## src/rtl/axi4_config_master.sv

```systemverilog
// Single-outstanding AXI4 initiator: one command becomes one AW/W+B or AR+R beat and then one response.
// AXI valids are registered one cycle after the command handshake. A new command waits until rsp is consumed. Optional error counter: AXI4_CFG_MST_ERR_CNT_EN.
module axi4_config_master #(
   parameter int unsigned DATA_W       = 8,
   parameter int unsigned ADDR_W       = 32,
   parameter int unsigned MST_ID_W     = 5,
   parameter int unsigned MST_ID       = 0,
   parameter int unsigned TRANS_RESP_W = 2
) (
   input  logic                    clk,
   input  logic                    rst_n,
   input  logic                    cmd_valid_i,
   input  logic                    cmd_wr_i,
   input  logic [ADDR_W-1:0]       cmd_addr_i,
   input  logic [DATA_W-1:0]       cmd_wdata_i,
   output logic                    cmd_ready_o,
   output logic                    rsp_valid_o,
   output logic                    rsp_wr_o,
   output logic [DATA_W-1:0]       rsp_rdata_o,
   output logic [TRANS_RESP_W-1:0] rsp_resp_o,
   input  logic                    rsp_ready_i,
   output logic [MST_ID_W-1:0]     m_awid_o,
   output logic [ADDR_W-1:0]       m_awaddr_o,
   output logic                    m_awvalid_o,
   input  logic                    m_awready_i,
   output logic [DATA_W-1:0]       m_wdata_o,
   output logic                    m_wvalid_o,
   input  logic                    m_wready_i,
   input  logic [MST_ID_W-1:0]     m_bid_i,
   input  logic [TRANS_RESP_W-1:0] m_bresp_i,
   input  logic                    m_bvalid_i,
   output logic                    m_bready_o,
   output logic [MST_ID_W-1:0]     m_arid_o,
   output logic [ADDR_W-1:0]       m_araddr_o,
   output logic                    m_arvalid_o,
   input  logic                    m_arready_i,
   input  logic [MST_ID_W-1:0]     m_rid_i,
   input  logic [DATA_W-1:0]       m_rdata_i,
   input  logic [TRANS_RESP_W-1:0] m_rresp_i,
   input  logic                    m_rvalid_i,
`ifdef AXI4_CFG_MST_ERR_CNT_EN
   input  logic                    err_cnt_clr_i,
   output logic [7:0]              err_cnt_o,
`endif
   output logic                    m_rready_o
);

   typedef enum logic [2:0] {
      IDLE   = 3'd0,
      WR_REQ = 3'd1,
      WR_RSP = 3'd2,
      RD_REQ = 3'd3,
      RD_RSP = 3'd4,
      RESP   = 3'd5
   } state_t;

   localparam logic [MST_ID_W-1:0]     ID_V      = MST_ID_W'(MST_ID);
   localparam logic [TRANS_RESP_W-1:0] RESP_SLVE = TRANS_RESP_W'(2);

   state_t                  state_q, state_d;
   logic                    wr_q, wr_d;
   logic [ADDR_W-1:0]       addr_q, addr_d;
   logic [DATA_W-1:0]       wdata_q, wdata_d;
   logic                    awvalid_q, awvalid_d;
   logic                    wvalid_q, wvalid_d;
   logic                    arvalid_q, arvalid_d;
   logic                    bready_q, bready_d;
   logic                    rready_q, rready_d;
   logic                    rsp_valid_q, rsp_valid_d;
   logic [DATA_W-1:0]       rsp_rdata_q, rsp_rdata_d;
   logic [TRANS_RESP_W-1:0] rsp_resp_q, rsp_resp_d;

   logic aw_hs, w_hs, b_hs, ar_hs, r_hs;

   assign aw_hs = awvalid_q & m_awready_i;
   assign w_hs  = wvalid_q  & m_wready_i;
   assign b_hs  = bready_q  & m_bvalid_i;
   assign ar_hs = arvalid_q & m_arready_i;
   assign r_hs  = rready_q  & m_rvalid_i;

   always_comb begin
      state_d     = state_q;
      wr_d        = wr_q;
      addr_d      = addr_q;
      wdata_d     = wdata_q;
      awvalid_d   = awvalid_q;
      wvalid_d    = wvalid_q;
      arvalid_d   = arvalid_q;
      bready_d    = bready_q;
      rready_d    = rready_q;
      rsp_valid_d = rsp_valid_q;
      rsp_rdata_d = rsp_rdata_q;
      rsp_resp_d  = rsp_resp_q;
      case (state_q)
         IDLE: begin
            if (cmd_valid_i) begin
               wr_d    = cmd_wr_i;
               addr_d  = cmd_addr_i;
               wdata_d = cmd_wdata_i;
               if (cmd_wr_i) begin
                  awvalid_d = 1'b1;
                  wvalid_d  = 1'b1;
                  state_d   = WR_REQ;
               end else begin
                  arvalid_d = 1'b1;
                  state_d   = RD_REQ;
               end
            end
         end
         WR_REQ: begin
            // A channel whose valid is already low finished its handshake earlier.
            if (aw_hs) awvalid_d = 1'b0;
            if (w_hs)  wvalid_d  = 1'b0;
            if ((aw_hs || !awvalid_q) && (w_hs || !wvalid_q)) begin
               bready_d = 1'b1;
               state_d  = WR_RSP;
            end
         end
         WR_RSP: begin
            if (b_hs) begin
               bready_d    = 1'b0;
               rsp_valid_d = 1'b1;
               rsp_rdata_d = '0;
               rsp_resp_d  = (m_bid_i == ID_V) ? m_bresp_i : RESP_SLVE;
               state_d     = RESP;
            end
         end
         RD_REQ: begin
            if (ar_hs) begin
               arvalid_d = 1'b0;
               rready_d  = 1'b1;
               state_d   = RD_RSP;
            end
         end
         RD_RSP: begin
            if (r_hs) begin
               rready_d    = 1'b0;
               rsp_valid_d = 1'b1;
               rsp_rdata_d = m_rdata_i;
               rsp_resp_d  = (m_rid_i == ID_V) ? m_rresp_i : RESP_SLVE;
               state_d     = RESP;
            end
         end
         RESP: begin
            if (rsp_ready_i) begin
               rsp_valid_d = 1'b0;
               state_d     = IDLE;
            end
         end
         default: state_d = IDLE;
      endcase
   end

   always_ff @(posedge clk or negedge rst_n) begin
      if (!rst_n) begin
         state_q     <= IDLE;
         wr_q        <= 1'b0;
         addr_q      <= '0;
         wdata_q     <= '0;
         awvalid_q   <= 1'b0;
         wvalid_q    <= 1'b0;
         arvalid_q   <= 1'b0;
         bready_q    <= 1'b0;
         rready_q    <= 1'b0;
         rsp_valid_q <= 1'b0;
         rsp_rdata_q <= '0;
         rsp_resp_q  <= '0;
      end else begin
         state_q     <= state_d;
         wr_q        <= wr_d;
         addr_q      <= addr_d;
         wdata_q     <= wdata_d;
         awvalid_q   <= awvalid_d;
         wvalid_q    <= wvalid_d;
         arvalid_q   <= arvalid_d;
         bready_q    <= bready_d;
         rready_q    <= rready_d;
         rsp_valid_q <= rsp_valid_d;
         rsp_rdata_q <= rsp_rdata_d;
         rsp_resp_q  <= rsp_resp_d;
      end
   end

   assign cmd_ready_o = (state_q == IDLE);
   assign rsp_valid_o = rsp_valid_q;
   assign rsp_wr_o    = wr_q;
   assign rsp_rdata_o = rsp_rdata_q;
   assign rsp_resp_o  = rsp_resp_q;
   assign m_awid_o    = ID_V;
   assign m_awaddr_o  = addr_q;
   assign m_awvalid_o = awvalid_q;
   assign m_wdata_o   = wdata_q;
   assign m_wvalid_o  = wvalid_q;
   assign m_bready_o  = bready_q;
   assign m_arid_o    = ID_V;
   assign m_araddr_o  = addr_q;
   assign m_arvalid_o = arvalid_q;
   assign m_rready_o  = rready_q;

`ifdef AXI4_CFG_MST_ERR_CNT_EN
   logic [7:0] err_cnt_q, err_cnt_d;

   // Clear beats a same-cycle increment; the count sticks at all-ones.
   always_comb begin
      err_cnt_d = err_cnt_q;
      if (err_cnt_clr_i) begin
         err_cnt_d = '0;
      end else if (rsp_valid_q && rsp_ready_i && (rsp_resp_q != '0) && (err_cnt_q != 8'hFF)) begin
         err_cnt_d = err_cnt_q + 8'd1;
      end
   end

   always_ff @(posedge clk or negedge rst_n) begin
      if (!rst_n) err_cnt_q <= '0;
      else        err_cnt_q <= err_cnt_d;
   end

   assign err_cnt_o = err_cnt_q;
`endif

endmodule

```

## config.mk

```make
export PLATFORM = sky130hd
export DESIGN_NAME = axi4_config_master
export DESIGN_NICKNAME = d
export VERILOG_FILES = /design/src/rtl/axi4_config_master.sv
export SDC_FILE = /design/constraint.sdc
export NUM_CORES = 1
export LEC_CHECK = 0
export CAP_MARGIN = 10
export CORE_MARGIN = 2
export CORE_UTILIZATION = 40
export CTS_BUF_LIST = sky130_fd_sc_hd__clkbuf_2 sky130_fd_sc_hd__clkbuf_4 sky130_fd_sc_hd__clkbuf_8
export DETAILED_ROUTE_END_ITERATION = 8
export PLACE_DENSITY = 0.91
export SKIP_CTS_REPAIR_TIMING = 1
export SYNTH_ARGS = -nofsm -noshare
export SYNTH_HDL_FRONTEND = slang
export SYNTH_SLANG_ARGS = --single-unit
```

## constraint.sdc

```tcl
create_clock -name clk -period 3.6 [get_ports clk]
set_input_delay 1.08 -clock clk [delete_from_list [all_inputs] [get_ports clk]]
set_output_delay 1.08 -clock clk [all_outputs]
set_load 0.1 [all_outputs]
```

==> results of run 1 <==
-- area by class of cell --
class | instances | area [um^2]
clock buffers | 11 | 139
clock inverters | 5 | 28.8
fillers | 585 | 2670
inverters | 4 | 15.0
multi-input cells | 143 | 992
flip-flops and latches | 60 | 1500
well taps | 96 | 120
repair buffers | 164 | 1400
-- registers in the layout, indices dropped and copies added (netlist names) --
name and cells:
m_araddr_o 32, m_wdata_o 8, rsp_rdata_o 8, state_q 3, rsp_resp_o 2, m_arvalid_o 1
m_awvalid_o 1, m_bready_o 1, m_rready_o 1, m_wvalid_o 1, rsp_valid_o 1, rsp_wr_o 1
-- metrics by stage --
stage,std cells,hold slack [ns],utilization,instance area [um^2]
finish,483,0.481,0.611,4200
global route,483,0.516,0.611,4200
CTS,483,0.487,0.611,4200
detailed placement,467,0.471,0.587,4030
global placement,467,0.468,0.587,4030
floorplan,262,0.611,-,2920
-- critical path, cell delays in order --
cell                              delay, ns
sky130_fd_sc_hd__clkdlybuf4s50_1       0.52
sky130_fd_sc_hd__nor2b_1               0.26
sky130_fd_sc_hd__and2_2                0.18
sky130_fd_sc_hd__buf_4                 0.41
sky130_fd_sc_hd__mux2_2                0.40
-- cell usage in the layout (no fill, tap or decap), types with 2 or more instances in the layout --
master / instances
sky130_fd_sc_hd__o211ai_1: 2
sky130_fd_sc_hd__nand3_1: 3
sky130_fd_sc_hd__clkbuf_8: 9
sky130_fd_sc_hd__nand2_1: 32
sky130_fd_sc_hd__o21ai_1: 5
sky130_fd_sc_hd__dfrtp_1: 60
sky130_fd_sc_hd__o22a_1: 2
sky130_fd_sc_hd__nor2_1: 6
sky130_fd_sc_hd__mux2_2: 39
sky130_fd_sc_hd__o21ai_0: 12
sky130_fd_sc_hd__nand4b_1: 2
sky130_fd_sc_hd__clkbuf_4: 2
sky130_fd_sc_hd__a31oi_1: 4
sky130_fd_sc_hd__nor2b_1: 2
sky130_fd_sc_hd__mux2_1: 2
sky130_fd_sc_hd__buf_4: 93
sky130_fd_sc_hd__conb_1: 10
sky130_fd_sc_hd__clkinv_2: 4
sky130_fd_sc_hd__a21oi_1: 4
sky130_fd_sc_hd__inv_1: 4
sky130_fd_sc_hd__clkdlybuf4s50_1: 70
-- worst paths after layout --
check                      depth (start not counted)           start              to  slack [ns]
hold reg to reg                                    2  rsp_rdata_o[3]  rsp_rdata_o[3]        0.48
setup / recovery                                   5     cmd_valid_i  m_araddr_o[11]        0.92
max in group asynchronous                          2           rst_n   m_araddr_o[3]        1.93
setup reg to reg                                   4      state_q[0]  m_araddr_o[11]        1.59
min in group asynchronous                          1           rst_n        rsp_wr_o        0.82
hold / removal                                     2  rsp_rdata_o[3]  rsp_rdata_o[3]        0.48
-- per-layer routing --
layer	up-vias	part of all wire	GRT usage
li1	1075	-	-
met4	0	0.013	0.0606
met1	1078	0.37	0.174
met5	-	0	0
met3	10	0.10	0.0485
met2	129	0.51	0.303
-- cell families after synthesis --
logic type	count (synthesis)
AOI/OAI and AO/OA	36
buffers and inverters	59
and+or+nand+nor	56
DFF	60
muxes	41
other	1
==> metrics.log, run 1 <==
[metrics] number of antenna violations at the first check in global routing: 0
[metrics] detailed placement HPWL: 5.25 mm
[metrics] Critical Path Start Type: primary input
[metrics] Max Cap Violations: 0
[metrics] proportion of synthesized chip area in sequential cells: 0.522
[metrics] dominant register cell in the synthesized netlist: sky130_fd_sc_hd__dfrtp_1
[metrics] final-layout setup total negative slack: 0 ns
[metrics] worst slew slack as a fraction of its limit: 0.484
[metrics] number of hold-slack violations in the final timing report: 0
[metrics] share of layout cells above drive strength 1: 0.401
[metrics] largest net degree at the start of global routing: 41
[metrics] share of the synthesized area in compound gates (AO/OA/AOI/OAI): 0.0765
[metrics] cell types with the largest area share after synthesis: sky130_fd_sc_hd__dfrtp_1, sky130_fd_sc_hd__mux2_2, sky130_fd_sc_hd__buf_4
[metrics] vias in the first global route: 2157
[metrics] post-detailed-route wirelength per cell: 14.0 um
[metrics] synthesized instance count: 253
[metrics] antenna-violating nets left: 0
[metrics] Cell variety after synth: 38
[metrics] share of Yosys cell area claimed by the top area cell type: 0.522
[metrics] fraction of synthesized area in multiplexers: 0.160
[metrics] async set-reset flop share out of synthesis: 1.00
[metrics] site row count: 30
[metrics] first-pass GRT wire length: 9.89 mm
[metrics] number of buffer cells added on primary ports: 161
[metrics] Congestion Overflow GR: 0
[metrics] final period utilization: 0.744
[metrics] clock sinks: 60
[metrics] buffer depth of the longest clock path: 2
[metrics] total setup violations reported at the end of the flow: 0
[metrics] ranking of synthesized cells by instance count: sky130_fd_sc_hd__dfrtp_1, sky130_fd_sc_hd__buf_4, sky130_fd_sc_hd__mux2_2
[metrics] die area: 0.00789 mm^2
[metrics] maximum clock skew at final layout: 0.00845 ns
[metrics] most numerous cell in the Yosys netlist: sky130_fd_sc_hd__dfrtp_1
[metrics] via count of the routed design: 2292
[metrics] GPL Wtd Cong: 0.812
[metrics] clock latency at the later pin of the worst-skew pair: 0.32 ns
[metrics] # DRC: 0
[metrics] TritonCTS clock tree: done
[metrics] number of nets in the layout: 454
[metrics] Mapped Area: 0.00288 mm^2
[metrics] synthesis-to-layout area growth: 45.9%
[metrics] Final Slew Violations: 0
[metrics] crit path kind: in -> reg
[metrics] xor and xnor fraction of the mapped netlist area: 0
[metrics] setup repair after global routing missed its margin: no
[metrics] number of buffers added by the clock tree synthesis step: 9
[metrics] antenna diode count: 0
[metrics] syn avg cell area: 11.4 um^2
[metrics] number of ports placed on the die boundary: 172
[metrics] clock transition at the registers of the reported paths: 0.07 ns
[metrics] detailed-route vias per instance: 4.75
[metrics] die boundary width: 88.8 um
[metrics] simple-gate area share of the yosys netlist: 0.0926
[metrics] Period minus WS final: 2.68 ns
[metrics] Crit. End Element: flop
[metrics] starting DRC count in detailed routing: 37
[metrics] router iterations before antenna repair: 4
[metrics] effective utilization at floorplan: 0.419
[metrics] core area: 0.00687 mm^2
[metrics] cell type with the highest aggregate area in the netlist: sky130_fd_sc_hd__dfrtp_1
[metrics] combinational family with the most area after synthesis: multiplexers
[metrics] H-tree levels: 3
[metrics] CTS root buf: sky130_fd_sc_hd__clkbuf_8
[metrics] die outline height: 88.8 um
[metrics] status: finished, final reports clean
[metrics] arithmetic-cell share of the synthesized area counting full adders, half adders and majority gates: 0
[metrics] total of warnings raised by yosys: 0
[metrics] total global-route track usage: 0.164
[metrics] Worst Tran Pin Value: 0.774 ns
[metrics] #FFs+latches synth: 60
[metrics] Setup WS pre-CTS: 0.562 ns
[metrics] data arrival time of the critical path: 2.88 ns
[metrics] WP data required: 3.80 ns
[metrics] worst setup margin: 0.922 ns
[metrics] Max Fclk: 373 MHz
[metrics] largest fanout on the critical path: 40
[metrics] Routed WL: 6.74 mm
[metrics] number of enable flip-flop cells after synthesis: 0
[metrics] hold crit path type: reg -> reg
Power of run 1 is left out: the tool's default activity adds up to more than one toggle a clock period on the data nets, which glitch-free logic cannot reach.
==> run 2, diff against run 1 <==
- CORE_UTILIZATION: 40 -> 39
- PLACE_DENSITY: 0.91 -> 0.89
- clock period: 3.6 -> 2.68 ns (I/O delays scaled with it)
==> run 2 against run 1 <==
Against the previous run:
- critical path depth down 3
- critical endpoint is now cmd_ready_o
- sequential share of layout area down 0.59 points
- highest routed layer unchanged
- largest cell class unchanged
- die area grew 2.4%
- flip-flop and latch count unchanged
- critical path type is now reg -> out
- first-iteration DRC count is 8.1% lower
- via count down 0.13%
- worst hold slack improved by 0.0021 ns
- cell area up 1.7%
- worst setup slack worse by 0.42 ns
==> metrics.log, run 2 (synthesis results as in run 1) <==
[metrics] Crit. End Element: primary output
[metrics] kind of cell adding the most delay to the critical path: flip-flops
[metrics] number of cells in the finished layout apart from fillers: 487
[metrics] Period minus WS final: 2.17 ns
[metrics] chain of cells forming the critical path: nor3_4 -> buf_12
[metrics] die area: 0.00809 mm^2
[metrics] effective utilization at floorplan: 0.399
[metrics] Worst path depth: 2
[metrics] status: finished, final reports clean
[metrics] hold crit path type: reg -> reg
[metrics] largest fanout on the critical path: 17
[metrics] cell area after placement: 0.00409 mm^2
[metrics] detailed placement HPWL: 5.37 mm
[metrics] Max Fclk: 460 MHz
[metrics] max incr delay on CP: 0.57 ns
[metrics] final period utilization: 0.811
[metrics] maximum clock skew at final layout: 0.0105 ns
[metrics] crit path kind: reg -> out
[metrics] worst slew slack as a fraction of its limit: 0.522
[metrics] CTS root buf: sky130_fd_sc_hd__clkbuf_8
[metrics] largest net degree at the start of global routing: 41
[metrics] total setup violations reported at the end of the flow: 0
[metrics] number of hold-slack violations in the final timing report: 0
[metrics] Final Slew Violations: 0
[metrics] Worst Tran Pin Value: 0.717 ns
[metrics] depth of the worst register-to-register path: 4
[metrics] most common library cell in the layout ignoring fill and taps: sky130_fd_sc_hd__buf_4
[metrics] number of ports placed on the die boundary: 172
[metrics] setup repair after global routing missed its margin: no
[metrics] TritonCTS clock tree: done
[metrics] site row count: 31
[metrics] vias in the first global route: 2280
[metrics] synthesis-to-layout area growth: 48.3%
[metrics] die boundary width: 89.9 um
[metrics] number of nets in the layout: 455
[metrics] GPL Wtd Cong: 0.793
[metrics] Placed Instances: 471
[metrics] WP data required: 1.88 ns
[metrics] number of antenna violations at the first check in global routing: 0
[metrics] post-route cell area: 0.00427 mm^2
[metrics] post-route core utilization: 0.592
[metrics] die outline height: 89.9 um
[metrics] share of layout cells above drive strength 1: 0.402
[metrics] core area: 0.00721 mm^2
[metrics] Routed WL: 6.89 mm
[metrics] clock transition at the registers of the reported paths: 0.07 ns
[metrics] number of buffer cells added on primary ports: 161
[metrics] post-detailed-route wirelength per cell: 14.1 um
[metrics] buffer depth of the longest clock path: 2
[metrics] Max Cap Violations: 0
[metrics] # DRC: 0
[metrics] data arrival time of the critical path: 1.37 ns
[metrics] detailed-route vias per instance: 4.70
[metrics] slowest library cell on the worst path: sky130_fd_sc_hd__dfrtp_1
[metrics] max FFs per register: 32
[metrics] clock sinks: 60
[metrics] router iterations before antenna repair: 4
[metrics] first-pass GRT wire length: 11.2 mm
[metrics] via count of the routed design: 2289
[metrics] Critical Path Start Type: flop
[metrics] hold path cells: 2
[metrics] starting DRC count in detailed routing: 34
[metrics] number of buffers and inverters on the critical path: 1
[metrics] clock latency at the later pin of the worst-skew pair: 0.33 ns
[metrics] Congestion Overflow GR: 0
[metrics] final-layout setup total negative slack: 0 ns
[metrics] number of buffers added by the clock tree synthesis step: 9
[metrics] commonest non-fill, non-tap cells in the layout: sky130_fd_sc_hd__buf_4, sky130_fd_sc_hd__clkdlybuf4s50_1, sky130_fd_sc_hd__dfrtp_1
[metrics] H-tree levels: 3
[metrics] antenna-violating nets left: 0
[metrics] total global-route track usage: 0.171
[metrics] antenna diode count: 0
[run 2: path summary, 6_finish.rpt]
kind	startpoint	end	slack [ns]
max	state_q[1]	cmd_ready_o	0.51
min	rsp_rdata_o[3]	rsp_rdata_o[3]	0.48
max reg2reg	state_q[1]	m_araddr_o[6]	0.87
min reg2reg	rsp_rdata_o[3]	rsp_rdata_o[3]	0.48
max in group asynchronous	rst_n	m_araddr_o[5]	1.54
min in group asynchronous	rst_n	m_arvalid_o	0.53
[run 2: final cells by class]
cell class | instances | area [um^2]
clock buffer | 12 | 159
inverter | 4 | 15.0
multi-input combinational | 143 | 998
fill | 604 | 2940
timing repair buffer | 165 | 1450
clock inverter | 4 | 23.8
sequential | 60 | 1500
tap | 99 | 124
[run 2: layer usage]
metal  up-vias  track usage  wire (um)
li1       1081            -          -
met1      1074        0.192       2710
met2       121        0.306       3510
met3        13       0.0536        554
met4         0       0.0615        110
met5         -            0          0
[run 2: stage by stage]
step / setup WS (ns) / hold slack [ns]
after global placement: 0.263 / 0.466
after global routing: 0.413 / 0.500
after CTS: 0.474 / 0.493
after detailed placement: 0.232 / 0.477
final: 0.506 / 0.483
after floorplan: 0.369 / 0.508
[run 2: tightest hold or removal path, delay by kind of cell, from the launching register on]
| kind | cells | cell delay [ns] |
|---|---|---|
| simple gates | 1 | 0.04 |
| flops | 1 | 0.35 |
| compound gates | 1 | 0.06 |
Power of run 2 is left out for the same reason.
==> run 3, diff against run 2 <==
- CORE_UTILIZATION: 39 -> 35
- PLACE_DENSITY: 0.89 -> 0.85
- clock period: 2.68 -> 1.9 ns (I/O delays scaled with it)
==> run 3 against run 2 <==
Against the previous run:
- global-route usage is 1.6 points higher
- register-to-register slack worse by 0.65 ns
- critical path depth is 1 higher
- via count is 1.7% higher
==> metrics.log, run 3 (synthesis results as in run 1) <==
[metrics] synthesis-to-layout area growth: 91.9%
[metrics] crit path kind: reg -> out
[metrics] die boundary width: 94.7 um
[metrics] maximum clock skew at final layout: 0.00917 ns
[metrics] largest net degree at the start of global routing: 61
[metrics] hold crit path type: in -> async
[metrics] share of layout cells above drive strength 1: 0.500
[metrics] chain of cells forming the critical path: buf_8 -> nor3_4 -> buf_12
[metrics] data arrival time of the critical path: 1.29 ns
[metrics] via count of the routed design: 2327
[metrics] slowest library cell on the worst path: sky130_fd_sc_hd__dfrtp_2
[metrics] antenna diode count: 0
[metrics] site row count: 33
[metrics] most common library cell in the layout ignoring fill and taps: sky130_fd_sc_hd__buf_12
[metrics] post-route core utilization: 0.683
[metrics] flip-flop and latch area: 0.00154 mm^2
[metrics] depth of the worst register-to-register path: 4
[metrics] antenna-violating nets left: 0
[metrics] # DRC: 0
[metrics] Setup WS pre-CTS: -0.306 ns
[metrics] number of hold-slack violations in the final timing report: 0
[metrics] starting DRC count in detailed routing: 61
[metrics] max FFs per register: 32
[metrics] status: finished, final reports clean
[metrics] number of antenna violations at the first check in global routing: 0
[metrics] number of nets in the layout: 463
[metrics] reg-to-reg critical path startpoint: state_q[1]
[metrics] Max Fclk: 537 MHz
[metrics] Final Slew Violations: 0
[metrics] final period utilization: 0.979
[metrics] TritonCTS clock tree: done
[metrics] die area: 0.00897 mm^2
[metrics] number of filler instances in the final layout: 567
[metrics] number of buffers added by the clock tree synthesis step: 9
[metrics] Routed WL: 8.34 mm
[metrics] worst setup margin: 0.0395 ns
[metrics] detailed placement HPWL: 6.44 mm
[metrics] GPL Wtd Cong: 0.798
[metrics] die outline height: 94.7 um
[metrics] kind of cell adding the most delay to the critical path: flip-flops
[metrics] slack of the worst reg-to-reg path: 0.22 ns
[metrics] number of buffers and inverters on the critical path: 2
[metrics] clock latency at the later pin of the worst-skew pair: 0.33 ns
[metrics] core area: 0.00809 mm^2
[metrics] buffer depth of the longest clock path: 2
[metrics] post-detailed-route wirelength per cell: 16.6 um
[metrics] detailed-route vias per instance: 4.64
[metrics] total global-route track usage: 0.187
[metrics] Crit. End Element: primary output
[metrics] effective utilization at floorplan: 0.356
[metrics] post-route cell area: 0.00553 mm^2
[metrics] vias in the first global route: 2451
[metrics] Congestion Overflow GR: 0
[metrics] clock sinks: 60
[metrics] first-pass GRT wire length: 12.8 mm
[metrics] largest fanout on the critical path: 6
[metrics] cell area after placement: 0.00529 mm^2
[metrics] Critical Path Start Type: flop
[metrics] total setup violations reported at the end of the flow: 0
[metrics] Max Cap Violations: 0
[metrics] max incr delay on CP: 0.43 ns
[metrics] WP data required: 1.33 ns
[metrics] clock transition at the registers of the reported paths: 0.06 ns
[metrics] number of buffer cells added on primary ports: 161
[metrics] Placed Instances: 482
[metrics] H-tree levels: 3
[metrics] Period minus WS final: 1.86 ns
[metrics] number of cells in the finished layout apart from fillers: 501
[metrics] commonest non-fill, non-tap cells in the layout: sky130_fd_sc_hd__buf_12, sky130_fd_sc_hd__clkdlybuf4s50_1, sky130_fd_sc_hd__mux2_2
[metrics] Multi-input gate area: 998 um^2
[metrics] number of ports placed on the die boundary: 172
[metrics] router iterations before antenna repair: 4
[metrics] CTS root buf: sky130_fd_sc_hd__clkbuf_8
[metrics] Worst R2R End: m_araddr_o[15]
==> run 3: worst register-to-register path: cells and delay by family, from the launching register on <==
family / cells / cell delay, ns
DFF: 1 / 0.47
and+or+nand+nor: 2 / 0.43
muxes: 1 / 0.41
buffers and inverters: 1 / 0.23
==> run 3: metal layers <==
layer	global-route usage	part of all wire
met3	0.0838	0.11
met2	0.336	0.52
met5	0	0
met1	0.201	0.36
met4	0.0435	0.0096
==> run 3: layout make-up <==
cell class / instances / share of cell area
clock buffers: 12 / 0.0288
clock inverters: 4 / 0.00861
inverters: 4 / 0.00272
multi-input cells: 143 / 0.181
flip-flops and latches: 60 / 0.279
well taps: 105 / 0.0238
repair buffers: 173 / 0.476
==> run 3: worst max path at each step <==
stage | slack, ns | depth (start not counted) | to | start
finish | 0.04 | 3 | cmd_ready_o | state_q[0]
global route | -0.001 | 3 | cmd_ready_o | state_q[0]
CTS | -0.03 | 3 | cmd_ready_o | state_q[0]
detailed placement | -0.31 | 5 | rsp_resp_o[1] | m_bid_i[1]
global placement | -0.27 | 5 | rsp_resp_o[1] | m_bid_i[1]
floorplan | -0.12 | 3 | cmd_ready_o | state_q[1]
==> run 3: through the flow <==
stage | hold slack (ns) | setup TNS, ns
after floorplan | 0.274 | -0.117
after global placement | 0.527 | -8.78
after detailed placement | 0.535 | -9.59
after CTS | 0.255 | -0.0296
after global routing | 0.261 | -0.000987
final | 0.245 | 0
Power of run 3 is left out for the same reason.
